$ cat src/rtl/instr_pkg.sv
// Shared RV32I encoding constants, request kinds and encoder helpers for the
// program loader; the control decoder imports the same opcode constants.
package instr_pkg;

    typedef enum logic [2:0] {
        KIND_ADDI = 3'd0,
        KIND_LW   = 3'd1,
        KIND_ADD  = 3'd2,
        KIND_BEQ  = 3'd3,
        KIND_BNE  = 3'd4
    } kind_e;

    typedef enum logic [1:0] {
        ST_IDLE,
        ST_WRITE,
        ST_FULL
    } enc_state_e;

    localparam logic [6:0] OP_IMM    = 7'b0010011;
    localparam logic [6:0] OP_LOAD   = 7'b0000011;
    localparam logic [6:0] OP_REG    = 7'b0110011;
    localparam logic [6:0] OP_BRANCH = 7'b1100011;

    localparam logic [2:0] F3_ADDI = 3'b000;
    localparam logic [2:0] F3_LW   = 3'b010;
    localparam logic [2:0] F3_ADD  = 3'b000;
    localparam logic [2:0] F3_BEQ  = 3'b000;
    localparam logic [2:0] F3_BNE  = 3'b001;
    localparam logic [6:0] F7_ADD  = 7'b0000000;

    localparam logic [31:0] NOP_WORD = 32'h0000_0013;

    function automatic logic [31:0] encode(
        input logic [2:0]  kind,
        input logic [4:0]  rd,
        input logic [4:0]  rs1,
        input logic [4:0]  rs2,
        input logic [12:0] imm
    );
        logic [31:0] word;
        word = NOP_WORD;
        case (kind)
            KIND_ADDI: word = {imm[11:0], rs1, F3_ADDI, rd, OP_IMM};
            KIND_LW:   word = {imm[11:0], rs1, F3_LW, rd, OP_LOAD};
            KIND_ADD:  word = {F7_ADD, rs2, rs1, F3_ADD, rd, OP_REG};
            KIND_BEQ:  word = {imm[12], imm[10:5], rs2, rs1, F3_BEQ,
                               imm[4:1], imm[11], OP_BRANCH};
            KIND_BNE:  word = {imm[12], imm[10:5], rs2, rs1, F3_BNE,
                               imm[4:1], imm[11], OP_BRANCH};
            default:   word = NOP_WORD;
        endcase
        return word;
    endfunction

    // A 13-bit immediate fits the 12-bit I-type field when its top two bits agree.
    function automatic logic request_ok(
        input logic [2:0]  kind,
        input logic [12:0] imm
    );
        logic ok;
        ok = 1'b1;
        case (kind)
            KIND_ADDI, KIND_LW: ok = (imm[12] == imm[11]);
            KIND_ADD:           ok = 1'b1;
            KIND_BEQ, KIND_BNE: ok = !imm[0];
            default:            ok = 1'b0;
        endcase
        return ok;
    endfunction

endpackage

$ cat src/rtl/instr_encoder_sync_fifo.sv
// Synchronous FIFO with full/empty/count flags; clear empties it in one cycle.
// Read data is the head entry, valid whenever empty is low.
module sync_fifo #(
    parameter int WIDTH = 32,
    parameter int DEPTH = 4
) (
    input  logic                     clk,
    input  logic                     rst,
    input  logic                     clear,
    input  logic                     push,
    input  logic [WIDTH-1:0]         wdata,
    input  logic                     pop,
    output logic [WIDTH-1:0]         rdata,
    output logic                     full,
    output logic                     empty,
    output logic [$clog2(DEPTH):0]   count
);

    localparam int AW = $clog2(DEPTH);

    logic [WIDTH-1:0] storage [DEPTH];
    logic [AW:0]      wr_ptr;
    logic [AW:0]      rd_ptr;
    logic             do_push;
    logic             do_pop;

    assign do_push = push && !full;
    assign do_pop  = pop && !empty;

    // NOTE: state registers use non-blocking assignments so every flop samples
    // pre-edge values regardless of the order the always blocks evaluate.
    always_ff @(posedge clk) begin
        if (rst || clear) begin
            wr_ptr <= '0;
            rd_ptr <= '0;
        end else begin
            if (do_push) wr_ptr <= wr_ptr + 1'b1;
            if (do_pop)  rd_ptr <= rd_ptr + 1'b1;
        end
    end

    // NOTE: storage is deliberately not reset; the pointers define which
    // entries are valid, and an unreset array maps cleanly onto RAM/LUT cells.
    always_ff @(posedge clk) begin
        if (do_push) storage[wr_ptr[AW-1:0]] <= wdata;
    end

    assign rdata = storage[rd_ptr[AW-1:0]];
    assign empty = (wr_ptr == rd_ptr);
    assign full  = (wr_ptr[AW] != rd_ptr[AW]) && (wr_ptr[AW-1:0] == rd_ptr[AW-1:0]);
    assign count = wr_ptr - rd_ptr;

endmodule

$ cat src/rtl/instr_encoder.sv
// Program loader: encodes symbolic requests into RV32I words, buffers them and
// streams them to instruction memory. Define ENCODE_CHECK_EN to drop bad requests.
module instr_encoder
    import instr_pkg::*;
#(
    parameter int                    FIFO_DEPTH = 4,
    parameter int                    ADDR_WIDTH = 32,
    parameter logic [ADDR_WIDTH-1:0] BASE_ADDR  = '0,
    parameter int                    MEM_WORDS  = 256
) (
    input  logic                          clk,
    input  logic                          rst,
    input  logic                          flush,
    input  logic                          in_valid,
    output logic                          in_ready,
    input  logic [2:0]                    in_kind,
    input  logic [4:0]                    in_rd,
    input  logic [4:0]                    in_rs1,
    input  logic [4:0]                    in_rs2,
    input  logic [12:0]                   in_imm,
    output logic                          mem_we,
    output logic [ADDR_WIDTH-1:0]         mem_addr,
    output logic [31:0]                   mem_wdata,
    output logic                          mem_full,
    output logic [$clog2(MEM_WORDS):0]    words_written,
    output logic                          err
);

    localparam int WW = $clog2(MEM_WORDS) + 1;
    localparam int CW = $clog2(FIFO_DEPTH) + 1;

    enc_state_e            state;
    enc_state_e            state_next;
    logic                  fifo_full;
    logic                  fifo_empty;
    logic [CW-1:0]         fifo_count;
    logic [31:0]           fifo_rdata;
    logic [31:0]           enc_word;
    logic                  accept;
    logic                  req_ok;
    logic                  push;
    logic                  pop;
    logic                  last_word;
    logic [ADDR_WIDTH-1:0] wr_ptr;

    assign mem_full  = (state == ST_FULL);
    assign in_ready  = !fifo_full && !mem_full && !flush;
    assign accept    = in_valid && in_ready;
    assign enc_word  = encode(in_kind, in_rd, in_rs1, in_rs2, in_imm);
    assign push      = accept && req_ok;
    assign pop       = (state == ST_WRITE) && !flush;
    assign last_word = (words_written == WW'(MEM_WORDS - 1));

`ifdef ENCODE_CHECK_EN
    assign req_ok = request_ok(in_kind, in_imm);

    always_ff @(posedge clk) begin
        if (rst)                   err <= 1'b0;
        else if (accept && !req_ok) err <= 1'b1;
    end
`else
    assign req_ok = 1'b1;
    assign err    = 1'b0;
`endif

    sync_fifo #(
        .WIDTH (32),
        .DEPTH (FIFO_DEPTH)
    ) u_fifo (
        .clk   (clk),
        .rst   (rst),
        .clear (flush),
        .push  (push),
        .wdata (enc_word),
        .pop   (pop),
        .rdata (fifo_rdata),
        .full  (fifo_full),
        .empty (fifo_empty),
        .count (fifo_count)
    );

    always_ff @(posedge clk) begin
        if (rst) state <= ST_IDLE;
        else     state <= state_next;
    end

    // NOTE: state_next gets a default before the case so no path leaves it
    // unassigned, which would otherwise infer a latch.
    always_comb begin
        state_next = state;
        if (flush) begin
            state_next = ST_IDLE;
        end else begin
            case (state)
                ST_IDLE:  if (push) state_next = ST_WRITE;
                ST_WRITE: begin
                    if (pop && last_word)
                        state_next = ST_FULL;
                    else if (fifo_count == CW'(1) && !push)
                        state_next = ST_IDLE;
                end
                ST_FULL:  state_next = ST_FULL;
                default:  state_next = ST_IDLE;
            endcase
        end
    end

    // fifo_empty is implied by ST_IDLE; kept visible for debug of the pointer logic.
    logic unused_fifo_empty;
    assign unused_fifo_empty = fifo_empty;

    always_ff @(posedge clk) begin
        if (rst || flush) begin
            mem_we        <= 1'b0;
            mem_addr      <= BASE_ADDR;
            mem_wdata     <= '0;
            wr_ptr        <= BASE_ADDR;
            words_written <= '0;
        end else begin
            mem_we <= pop;
            if (pop) begin
                mem_addr      <= wr_ptr;
                mem_wdata     <= fifo_rdata;
                wr_ptr        <= wr_ptr + ADDR_WIDTH'(4);
                words_written <= words_written + WW'(1);
            end
        end
    end

endmodule
$ cat config.mk
export PLATFORM = sky130hd
export DESIGN_NAME = instr_encoder
export DESIGN_NICKNAME = d
export VERILOG_FILES = /design/src/rtl/instr_pkg.sv /design/src/rtl/instr_encoder_sync_fifo.sv /design/src/rtl/instr_encoder.sv
export SDC_FILE = /design/constraint.sdc
export NUM_CORES = 1
export LEC_CHECK = 0
export BUFFER_PORTS_ARGS = -buffer_cell sky130_fd_sc_hd__buf_4
export CAP_MARGIN = 20
export CORE_ASPECT_RATIO = 1.2
export CORE_UTILIZATION = 40
export CTS_CLUSTER_SIZE = 10
export DETAILED_ROUTE_END_ITERATION = 8
export PLACE_DENSITY_LB_ADDON = 0.3
export SLEW_MARGIN = 10
export SYNTH_ARGS = -nofsm -noshare
export SYNTH_HDL_FRONTEND = slang
export SYNTH_SLANG_ARGS = --single-unit
$ cat constraint.sdc
create_clock -name clk -period 3.3 [get_ports clk]
set_clock_uncertainty 0.1 [all_clocks]
set_input_delay 0.165 -clock clk [delete_from_list [all_inputs] [get_ports clk]]
set_output_delay 0.165 -clock clk [all_outputs]
set_load 0.05 [all_outputs]
==> qor.yml <==
die:
  row_count: 58
  dieArea_um2: 22130
  initial_core_util_pct: 40.93
  io_pins: 112
  fp.dieH_um: 162.7
  die_x_um: 136.0
  coreArea_um2: 21050
worst_setup_path:
  crit_type: "flip-flop to flip-flop"
  crit_path_end_kind: "flip-flop"
  crit_fanout: 28
  critPathMaxStageDelay_ns: 0.74
  crit_chain: "inv_1 > ha_1 > a311oi_4 > and3_2 > xor2_1 > and2_1"
  critical_path_required_ns: 3.60
  worstPathArrival_ns: 2.73
  start_kind: "flip-flop"
  crit_path_top_delay_cell: "and3_2"
cts:
  htree_levels: 1
  cts_made_buffers: 25
  root_buffer: "clkbuf_16"
  clock_path_buffers: 3
  numClockSinks: 214
  clkSlewWorstSetupHoldPaths_ns: 0.06
  post_cts_resized: 0
  cts_tree: "done"
  cts_setup_buffers: 0
  holdBufCountCts: 23
  clock_latency_ns: 0.50
sta:
  worst_pin_slew_ns: 0.7508
  setup_viol_count_final: 0
  finalCriticalPeriod_ns: 2.429
  slew_headroom_pct: 49.94
  finalSetupTns_ns: 0
  max_freq_mhz: 411.7
  rsz0062_at_grt: "false"
  hold_viol: 0
  slew_viol_final: 0
  period_share_pct: 73.61
logic_synthesis:
  synth-edff-count: 108
  synth_top_area_share_pct: 37.65
  yosysSeqAreaShare_pct: 62.29
  synth-seq-cells: 214
  yosys_warnings: 0
  synthCells: 723
  synth_top_area_cell: "edfxtp_1"
  ys_async_sr_fraction_pct: 0
  yosysUniqueCellTypes: 49
  synth_area_leaders: "edfxtp_1, dfxtp_1, mux4_2"
  synth_area_um2: 8613
  synthFlopType: "edfxtp_1"
  avgSynthCellArea_um2: 11.91
cells_and_area:
  drive_gt1_share_pct: 21.86
  antenna_cells: 0
  fillers: 1905
  seqCellArea_um2: 5366
  fin_cells: 1130
  multi_input_area_um2: 3035
  final_common_cell: "nand2_1"
  final_cell_mix: "nand2_1, buf_4, edfxtp_1"
  fin_nets: 890
  syn2layout_area_growth_pct: 22.78
power:
  leakage_nw: 3.642
  ir_drop_uv: 326.9
  power.density_nw_per_um2: 521.4
flow_run:
  drv_cap: 0
global_routing:
  grt_max_degree: 62
  antenna_found_initial: 0
  track_usage_pct: 16.28
  grt_pass1_vias: 5538
  gr-total-overflow: 0
  grt_pass1_wl_um: 28230
placement:
  place_hpwl_um: 11050
  numPortBuffers: 105
  dpl.cell_count: 1064
  place.gp.congestion: 0.7422
route:
  drc_errors: 0
  first_pass_iters: 4
  post_drt_wl_per_cell_um: 15.60
  wirelength_um: 17630
  vias: 5686
  post_drt_via_cell_ratio: 5.032
  drt_iter0_markers: 244
  drtAntennaViolNets: 0
hold_path:
  hold_class: "input pin to flip-flop"
outcome:
  run_status: "finished, final reports clean"
## worst paths after layout
| kind | startpoint | endpoint | slack (ns) | depth (start not counted) |
|---|---|---|---|---|
| setup reg to reg | u_fifo.wr_ptr[0] | u_fifo.wr_ptr[2] | 0.87 | 6 |
| setup / recovery | u_fifo.wr_ptr[0] | u_fifo.wr_ptr[2] | 0.87 | 6 |
| hold / removal | in_rs2[4] | u_fifo.storage[1][24] | 0.06 | 3 |
| hold reg to reg | mem_addr[18] | mem_addr[18] | 0.35 | 2 |
## cell usage after synthesis, types with 2 or more instances
library cell and count:
a21oi_1 68, a22oi_1 10, a31oi_1 4, and2_1 15
and3_1 7, and4_1 7, buf_1 3, buf_2 4
buf_4 8, clkbuf_1 33, dfxtp_1 106, edfxtp_1 108
ha_1 10, inv_1 9, mux2i_1 2, mux4_2 27
nand2_1 137, nand2b_1 2, nand3_1 11, nand4_1 9
nor2_1 45, nor2b_1 7, nor3_1 4, nor3_2 6
o21ai_0 15, o22ai_1 5, or2_2 2, or3_1 6
xnor2_1 21, xor2_1 13
## worst max-delay path, delay by kind of cell, from the launching register on
family / cells / cell delay (ns)
flip-flops: 1 / 0.35
adder cells (fa/ha/maj): 1 / 0.34
AND/OR/NAND/NOR: 2 / 0.93
XOR/XNOR: 1 / 0.12
buffers and inverters: 1 / 0.10
AO/OA/AOI/OAI: 1 / 0.38
## sequential cells by signal (all words and copies together) (netlist names)
name,flops
u_fifo.storage,108
words_written,9
wr_ptr,30
mem_addr,30
mem_we,1
u_fifo.rd_ptr,3
u_fifo.wr_ptr,3
state,2
mem_wdata,28
## layout make-up
type                       instances  area share, %
sequential                       214          50.75
timing repair buffer             137          10.39
clock buffer                      43          6.649
inverter                           9         0.3195
multi-input combinational        457          28.70
tap                              270          3.195
## per-layer routing
metal  GRT usage [%]  up-vias  routed length, um
met5               0        -                  0
met4           5.000        0                340
met3           2.428       28                780
met2           28.87      125               8733
met1           20.29     2737               7773
li1                -     2796                  -
## per-stage QoR
stage / area (um2) / power, W / worst slack (ns) / hold slack [ns] / utilization (%)
finish: 10580 / 0.005514 / 0.8709 / 0.06029 / 50.25
global route: 10580 / 0.005692 / 0.6758 / 0.07002 / 50.25
CTS: 10580 / 0.005572 / 0.8309 / 0.04069 / 50.25
detailed placement: 9642 / 0.003135 / 0.8429 / 0.3478 / 45.81
global placement: 9642 / 0.003133 / 0.8589 / 0.3439 / 45.81
floorplan: 8637 / 0.003048 / 0.09055 / 0.2250 / -
## cell families after synthesis
| family | count (synthesis) | share of synthesized area, % |
|---|---|---|
| multiplexers | 29 | 7.292 |
| buffers and inverters | 57 | 2.891 |
| XOR/XNOR | 34 | 3.457 |
| flip-flops | 214 | 62.29 |
| other | 1 | 0.04354 |
| adder cells (fa/ha/maj) | 11 | 1.685 |
| AND/OR/NAND/NOR | 268 | 15.14 |
| AO/OA/AOI/OAI | 109 | 7.205 |
## report_power, final
part / internal, W / switching (W)
clock network: 0.00143 / 0.000988
logic: 0.0000994 / 0.000162
registers: 0.00283 / 0.00000881
(Power assumes the default switching activity.)
